===== src/rtl/serial_pkg.sv =====
// Shared definitions for the serial byte collector: FSM state encodings and
// the default word width.
package serial_pkg;

    localparam int DEFAULT_WIDTH = 8;

    localparam logic [0:0] IDLE    = 1'b0;
    localparam logic [0:0] COLLECT = 1'b1;

    typedef enum logic [0:0] {
        STATE_IDLE    = IDLE,
        STATE_COLLECT = COLLECT
    } state_e;

endpackage


===== src/rtl/serial_byte_collector_if.sv =====
// Output word stream of the serial byte collector: data/valid from the
// collector, ready back from the consumer.
interface serial_byte_collector_if
    import serial_pkg::*;
#(
    parameter int WIDTH = DEFAULT_WIDTH
);

    logic [WIDTH-1:0] out_data;
    logic             out_valid;
    logic             out_ready;

    modport master (
        output out_data,
        output out_valid,
        input  out_ready
    );

    modport slave (
        input  out_data,
        input  out_valid,
        output out_ready
    );

endinterface


===== src/rtl/serial_byte_collector.sv =====
// Collects LSB-first serial bits into WIDTH-bit words and hands each word out
// over a valid/ready stream, flagging dropped words and aborted frames.
module serial_byte_collector
    import serial_pkg::*;
#(
    parameter int WIDTH = DEFAULT_WIDTH
) (
    input  logic                           Clock,
    input  logic                           reset,
    input  logic                           start,
    input  logic                           bit_in,
    input  logic                           bit_valid,
    input  logic                           clr_overrun,
    output logic                           busy,
    output logic                           overrun,
    output logic                           frame_abort,
    serial_byte_collector_if.master        out_if
);

    localparam int             CW       = $clog2(WIDTH);
    localparam logic [CW-1:0]  LAST_BIT = CW'(WIDTH - 1);
    localparam logic [CW-1:0]  CNT_ZERO = {CW{1'b0}};
    localparam logic [CW-1:0]  CNT_ONE  = CW'(1);

    logic [0:0]       state_r;
    logic [0:0]       state_s;
    logic [CW-1:0]    count_r;
    logic [CW-1:0]    count_s;
    logic [WIDTH-1:0] shreg_r;
    logic [WIDTH-1:0] shreg_s;
    logic [WIDTH-1:0] shifted_s;
    logic [WIDTH-1:0] out_data_r;
    logic [WIDTH-1:0] out_data_s;
    logic             out_valid_r;
    logic             out_valid_s;
    logic             overrun_r;
    logic             overrun_s;
    logic             frame_abort_r;
    logic             abort_s;
    logic             busy_r;
    logic             complete_s;
    logic             drop_s;
    logic             unused_shreg_lsb_s;

    // The oldest bit falls off the end of the shift and is never observed.
    assign unused_shreg_lsb_s = shreg_r[0];
    assign shifted_s          = {bit_in, shreg_r[WIDTH-1:1]};

    // Frame sequencing: restart, bit shifting and word completion.
    always_comb begin
        state_s    = state_r;
        count_s    = count_r;
        shreg_s    = shreg_r;
        complete_s = 1'b0;
        abort_s    = 1'b0;
        if (start) begin
            // A restart always wins, even over a bit that would finish the word.
            state_s = COLLECT;
            abort_s = (state_r == COLLECT) && (count_r != CNT_ZERO);
            if (bit_valid) begin
                shreg_s = shifted_s;
                count_s = CNT_ONE;
            end else begin
                count_s = CNT_ZERO;
            end
        end else if ((state_r == COLLECT) && bit_valid) begin
            shreg_s = shifted_s;
            if (count_r == LAST_BIT) begin
                complete_s = 1'b1;
                state_s    = IDLE;
                count_s    = CNT_ZERO;
            end else begin
                count_s = count_r + CNT_ONE;
            end
        end else begin
            state_s = state_r;
        end
    end

    // Output stream handoff and the sticky overrun flag.
    always_comb begin
        out_data_s  = out_data_r;
        out_valid_s = out_valid_r;
        drop_s      = 1'b0;
        if (complete_s) begin
            if (!out_valid_r || out_if.out_ready) begin
                out_data_s  = shifted_s;
                out_valid_s = 1'b1;
            end else begin
                drop_s = 1'b1;
            end
        end else if (out_valid_r && out_if.out_ready) begin
            out_valid_s = 1'b0;
        end else begin
            out_valid_s = out_valid_r;
        end

        if (drop_s) begin
            overrun_s = 1'b1;
        end else if (clr_overrun) begin
            overrun_s = 1'b0;
        end else begin
            overrun_s = overrun_r;
        end
    end

    // State and output registers with synchronous reset.
    always_ff @(posedge Clock) begin
        if (reset) begin
            state_r       <= IDLE;
            count_r       <= CNT_ZERO;
            shreg_r       <= {WIDTH{1'b0}};
            out_data_r    <= {WIDTH{1'b0}};
            out_valid_r   <= 1'b0;
            overrun_r     <= 1'b0;
            frame_abort_r <= 1'b0;
            busy_r        <= 1'b0;
        end else begin
            state_r       <= state_s;
            count_r       <= count_s;
            shreg_r       <= shreg_s;
            out_data_r    <= out_data_s;
            out_valid_r   <= out_valid_s;
            overrun_r     <= overrun_s;
            frame_abort_r <= abort_s;
            busy_r        <= (state_s == COLLECT);
        end
    end

    assign out_if.out_data  = out_data_r;
    assign out_if.out_valid = out_valid_r;
    assign overrun          = overrun_r;
    assign frame_abort      = frame_abort_r;
    assign busy             = busy_r;

endmodule


===== src/flat_wrapper.sv =====
// flat-port wrapper written by rule: the top's interface ports become plain ports
module serial_byte_collector_flat import serial_pkg::*;
#(
    parameter int WIDTH = DEFAULT_WIDTH
)
  (Clock, reset, start, bit_in, bit_valid, clr_overrun, busy, overrun, frame_abort, out_if_out_data, out_if_out_valid, out_if_out_ready);
  serial_byte_collector_if #(.WIDTH(WIDTH)) out_if_i ();
  input  logic Clock;
  input  logic reset;
  input  logic start;
  input  logic bit_in;
  input  logic bit_valid;
  input  logic clr_overrun;
  output logic busy;
  output logic overrun;
  output logic frame_abort;
  output wire logic [$bits(out_if_i.out_data)-1:0] out_if_out_data;
  output wire logic [$bits(out_if_i.out_valid)-1:0] out_if_out_valid;
  input wire logic [$bits(out_if_i.out_ready)-1:0] out_if_out_ready;
  assign out_if_out_data = out_if_i.out_data;
  assign out_if_out_valid = out_if_i.out_valid;
  assign out_if_i.out_ready = out_if_out_ready;
  serial_byte_collector #(.WIDTH(WIDTH)) u_core (.Clock(Clock), .reset(reset), .start(start), .bit_in(bit_in), .bit_valid(bit_valid), .clr_overrun(clr_overrun), .busy(busy), .overrun(overrun), .frame_abort(frame_abort), .out_if(out_if_i));
endmodule

===== config.mk =====
export PLATFORM = sky130hd
export DESIGN_NAME = serial_byte_collector_flat
export DESIGN_NICKNAME = d
export VERILOG_FILES = /design/src/rtl/serial_pkg.sv /design/src/rtl/serial_byte_collector_if.sv /design/src/rtl/serial_byte_collector.sv /design/src/flat_wrapper.sv
export SDC_FILE = /design/constraint.sdc
export NUM_CORES = 1
export LEC_CHECK = 0
export CORE_UTILIZATION = 46
export CTS_BUF_LIST = sky130_fd_sc_hd__clkbuf_4
export CTS_CLUSTER_DIAMETER = 150
export DETAILED_ROUTE_END_ITERATION = 16
export PLACE_DENSITY_LB_ADDON = 0.05
export SYNTH_ARGS = -nofsm -noshare
export SYNTH_HDL_FRONTEND = slang
export SYNTH_SLANG_ARGS = --single-unit

===== constraint.sdc =====
create_clock -name Clock -period 1.3 [get_ports Clock]
set_input_delay 0.26 -clock Clock [delete_from_list [all_inputs] [get_ports Clock]]
set_output_delay 0.26 -clock Clock [all_outputs]
set_load 0.01 [all_outputs]

; Yosys cells after proc, flatten, opt, wreduce, memory -nomap -nowiden
; Index checks and enable logic that the tools add are counted.
[totals]
register_bits = 23
input_bits = 7
out_inout_bits = 12
word_cells = 47
[op_classes]
addsub = 1
mux = 20
n_reduce_logical = 15
bitwise = 1
eq_ne = 3
[ops]
columns = op, count
row1 = $mux 8, 3
row2 = $mux 1, 14
row3 = $mux 3, 3
row4 = $reduce_and 2->1, 4
row5 = $reduce_bool 2->1, 4
row6 = $add 3x1->3 const B, 1
row7 = $eq 3x3->1 const B, 1
row8 = $logic_and 1x1->1, 3
row9 = $reduce_bool 3->1, 1
row10 = $ne 2x1->1 const B, 1
row11 = $ne 2x2->1 const B, 1
row12 = $reduce_or 2->1, 1
row13 = $logic_not 1->1, 1
row14 = $logic_or 1x1->1, 1
row15 = $not 1->1, 1

; Logic depth before layout (Yosys ltp)
[logic_depth]
ltp_word = 6
mapped_depth = 6
ltp_nobuf = 5

; Least setup slack after synthesis
; OpenSTA, ideal clock, no wires.
[synth_timing]
path_type = reg2reg
startpoint = register u_core.count_r[0]
endpoint = register u_core.overrun_r (netlist: u_core.overrun)
n_path_buf = 1
t_arrival_ns = 1.149
required_ns = 1.172
stages_incl_launch_ff = 7
period_less_slack_ns = 1.277
setup_ns = 0.128
setup_slack_ns = 0.023
path_cell_list = dfxtp_1 ha_1 ha_1 and4b_1 buf_6 a21oi_1 nor2_1
[synth_between]
elab_chain_len = 6
elab_cells_between_ends = 7
classes_between = 1 x eq/ne / 5 x mux / 1 x reduce/logical
[synth_lines]
columns = element, line_no
row1 = start: declaration, serial_byte_collector.sv:27  ; logic [CW-1:0] count_r;
row2 = start signal: assignment, serial_byte_collector.sv:120  ; count_r <= count_s;
row3 = $eq 3x3->1 *, serial_byte_collector.sv:68  ; if (count_r == LAST_BIT) begin
row4 = $mux 1 *, serial_byte_collector.sv:68
row5 = $mux 1 *, serial_byte_collector.sv:66  ; end else if ((state_r == COLLECT) && bit_valid) begin
row6 = $mux 1 *, serial_byte_collector.sv:56  ; if (start) begin
row7 = $mux 1 *, serial_byte_collector.sv:85  ; if (complete_s) begin
row8 = $mux 1 / $reduce_bool 2->1 (equally long branches), n/a
row9 = end signal: assignment, serial_byte_collector.sv:124  ; overrun_r <= overrun_s;
row10 = end: declaration, serial_byte_collector.sv:36  ; logic overrun_r;
; Mark *: on every way between the ends. The rest lies on a longest branch, timed or not.
; A chain may end at the register's enable or synchronous reset.

; Worst setup path in the final report
[layout_timing]
startpoint = register u_core.count_r[1]
endpoint = register u_core.out_data_r[0] (netlist: u_core.out_if.out_data[0])
[layout_between]
elab_chain_len = 5
[layout_lines]
columns = element, line_no
row1 = $eq 3x3->1, serial_byte_collector.sv:68
row2 = $mux 1, serial_byte_collector.sv:68
row3 = $mux 1, serial_byte_collector.sv:66
row4 = $mux 1, serial_byte_collector.sv:56
row5 = $reduce_and 2->1 (no line), n/a
row6 = end signal: assignment, serial_byte_collector.sv:113  ; out_data_r <= {WIDTH{1'b0}};
row7 = end signal: assignment, serial_byte_collector.sv:122  ; out_data_r <= out_data_s;
row8 = end: declaration, serial_byte_collector.sv:32  ; logic [WIDTH-1:0] out_data_r;
; Every way passes these cells.

==> metrics.yaml <==
grt_pass1_wl_mm: 2.780
slowest_stage: "dfxtp_2"
overflow: 0
leakagePower_nw: 0.5284
r2r_cells: 6
path_common_cell: "ha_4"
hpwl_mm: 1.219
clkTransAtPathRegs_ns: 0.12
yosys.area.top_type: "dfxtp_1"
rows: 15
gp_congestion: 0.7582
ys_seq_area_share_pct: 50.00
vias_per_cell: 5.055
met1_usage_pct: 24.50
start_kind: "register"
synth.distinct_cells: 20
die_area_um2: 2094
n_antenna_cell: 0
antenna_left: 0
startpoint: "u_core.count_r[1]$_SDFFE_PP0P_"
r2r-end: "u_core.out_if.out_data[0]$_SDFFE_PP0P_"
synth_top_area_share_pct: 50.00
status: "complete, no violations"
pin_count: 19
vias: 738
cpLargestDelayFamily: "flip-flops"
port_buffers: 18
worstReg2RegStart: "u_core.count_r[1]$_SDFFE_PP0P_"
multi_input_area_um2: 442.9
relSlewSlack_pct: 60.58
seq_area_um2: 444.2
n_fill_cell: 157
ys_ff_latch: 22
syn_area_um2: 880.8
syn_inst: 93
synthToLayoutAreaGrowth_pct: 38.49
hold_viol: 0
root_buffer: "clkbuf_4"
finalCritPeriodShare_pct: 99.31
slew_violations: 0
critPathBufInv: 1
end_kind: "register"
yosys-top-cells-area: "dfxtp_1 (50%), mux2i_1 (10%), a21oi_1 (6.3%)"
tightest_slew_ns: 0.5901
min_period_ns: 1.291
cts-htree-levels: 1
use_met3_pct: 4.762
coreArea_um2: 1764
clk_latency_ns: 0.30
fin_nets: 132
rrSetupSlack_ns: 0.009
remaining_drc_errors: 0
clock-sinks: 22
busiest_layer: "met2"
cp_max_fo: 5
maxCapViolations: 0
avgSynthCellArea_um2: 9.471
hp-start: "u_core.out_if.out_data[7]$_SDFFE_PP0P_"
drive_gt1_share_pct: 19.83
setup_violations: 0
criticalPathCategory: "register to register"
cts_tree: "built"
vdd_drop_max_mv: 0.7461
skew_ns: 0.004771
cts_buffers: 3
post-route-util_pct: 69.15
cp-endpoint: "u_core.out_if.out_data[0]$_SDFFE_PP0P_"
wire_per_inst_um: 11.88
drtIter0Drc: 11
grtUsageTotal_pct: 18.89
die_y_um: 45.76
hold_class: "register to register"
wirelength_mm: 1.734
power_density_nw_per_um2: 901.0
cp.depth: 6
rsz0062_at_grt: "true"
crit_arrival_ns: 1.53
grt_pass1_vias: 663
clock.fmax_mhz: 774.6
initial_core_util_pct: 49.93
cts_buffer_depth: 2
worstPathCellList: "ha_4, ha_4, and4b_2, buf_6, nand3_1, a21oi_2"
worstHoldPathCells: 2
synth_nets: 103
die_w_um: 45.76
critPathMaxStageDelay_ns: 0.37
drtPass1Iterations: 3
grt_max_degree: 23
grt_util_met2_pct: 30.29
critPathRequiredTime_ns: 1.54
p_total_w: 0.001099
yosys_warnings: 0
antenna_found_initial: 0
[kinds of logic after synthesis]
kind of cell             synth area share [%]
AO/OA/AOI/OAI                           13.21
adder cells (fa/ha/maj)                 4.262
buffers and inverters                   4.120
flip-flops                              50.00
multiplexers                            10.23
AND/OR/NAND/NOR                         18.18
[worst min-delay path by stage]
| stage | end | slack (ns) |
|---|---|---|
| floorplan | u_core.frame_abort$_SDFF_PP0_ | 0.34 |
| global placement | u_core.out_if.out_data[2]$_SDFFE_PP0P_ | 0.46 |
| detailed placement | u_core.out_if.out_data[7]$_SDFFE_PP0P_ | 0.47 |
| CTS | u_core.out_if.out_data[7]$_SDFFE_PP0P_ | 0.48 |
| global route | u_core.out_if.out_data[7]$_SDFFE_PP0P_ | 0.50 |
| finish | u_core.out_if.out_data[7]$_SDFFE_PP0P_ | 0.48 |
[state kept, by name (all words and copies together) (netlist names)]
signal / flops
u_core.busy: 1
u_core.count_r: 3
u_core.frame_abort: 1
u_core.out_if.out_data: 8
u_core.out_if.out_valid: 1
u_core.overrun: 1
u_core.shreg_r: 7
[tightest hold or removal path, delay by kind of cell, from the launching register on]
kind,cells,cell delay (ns)
AO/OA/AOI/OAI,2,0.12
flip-flops,1,0.32
[cells in the final DEF (no fill, tap or decap), drive strengths merged, types with 4 or more instances in the layout]
cell type      instances
dfxtp                 22
dlygate4sd2           12
a21oi                 11
buf                   11
o21ai                 10
mux2i                  9
nor2                   9
nand3                  8
clkdlybuf4s50          6
nor3                   4
[final cells by class]
| class | count | share of cell area (%) |
|---|---|---|
| Clock buffer | 3 | 1.846 |
| Multi-Input combinational cell | 64 | 36.31 |
| Sequential cell | 22 | 36.41 |
| Tap cell | 25 | 2.564 |
| Clock inverter | 1 | 0.3077 |
| Inverter | 2 | 0.6154 |
| Timing Repair Buffer | 29 | 21.95 |
[report_power, final]
group	internal [W]	total, W	switching (W)	leakage (nW)
registers	0.000683	0.000690	0.00000666	0.179
clock network	0.000112	0.000306	0.000195	0.0154
logic	0.0000558	0.000103	0.0000472	0.334
total	0.000851	0.00110	0.000248	0.528
[metrics by stage]
| stage | instances | instance area, um^2 | setup slack (ns) | setup TNS (ns) | hold slack [ns] |
|---|---|---|---|---|---|
| 6_report | 146 | 1220 | 0.008964 | 0 | 0.4813 |
| 3_3_place_gp | 140 | 1144 | -0.1993 | -3.204 | 0.4624 |
| 5_1_grt | 146 | 1220 | -0.04710 | -0.1902 | 0.4996 |
| 2_1_floorplan | 93 | 880.8 | 0.02324 | 0 | 0.3371 |
| 3_5_place_dp | 140 | 1144 | -0.2576 | -3.804 | 0.4682 |
| 4_1_cts | 146 | 1200 | 0.009313 | 0 | 0.4823 |
[repair_timing]
action | in CTS | in global routing
cloned | 1 | 0
gates resized for setup | 21 | 11
pin swaps | 1 | 3
endpoints found under the setup margin | 22 | 10
hold buffers | 0 | 0
setup buffers | 1 | 0
[routing by layer]
layer | routed length, um | vias up
li1 | - | 380
met1 | 916 | 343
met2 | 758 | 13
met3 | 47 | 2
met4 | 12 | 0
met5 | 0 | -
[cells in the mapped netlist]
cell type,number
o21ai_0,9
nand4b_1,1
nor3b_1,1
nand3_1,8
o21ai_4,1
inv_1,2
nand2b_1,1
dfxtp_1,22
and4b_1,1
ha_1,3
nor2_1,9
a21oi_1,11
buf_2,2
buf_6,1
nand2_1,2
nand3b_1,1
mux2i_1,9
nor3_1,4
nor2b_1,3
clkbuf_1,2
Power figures use the tool's default switching activity.
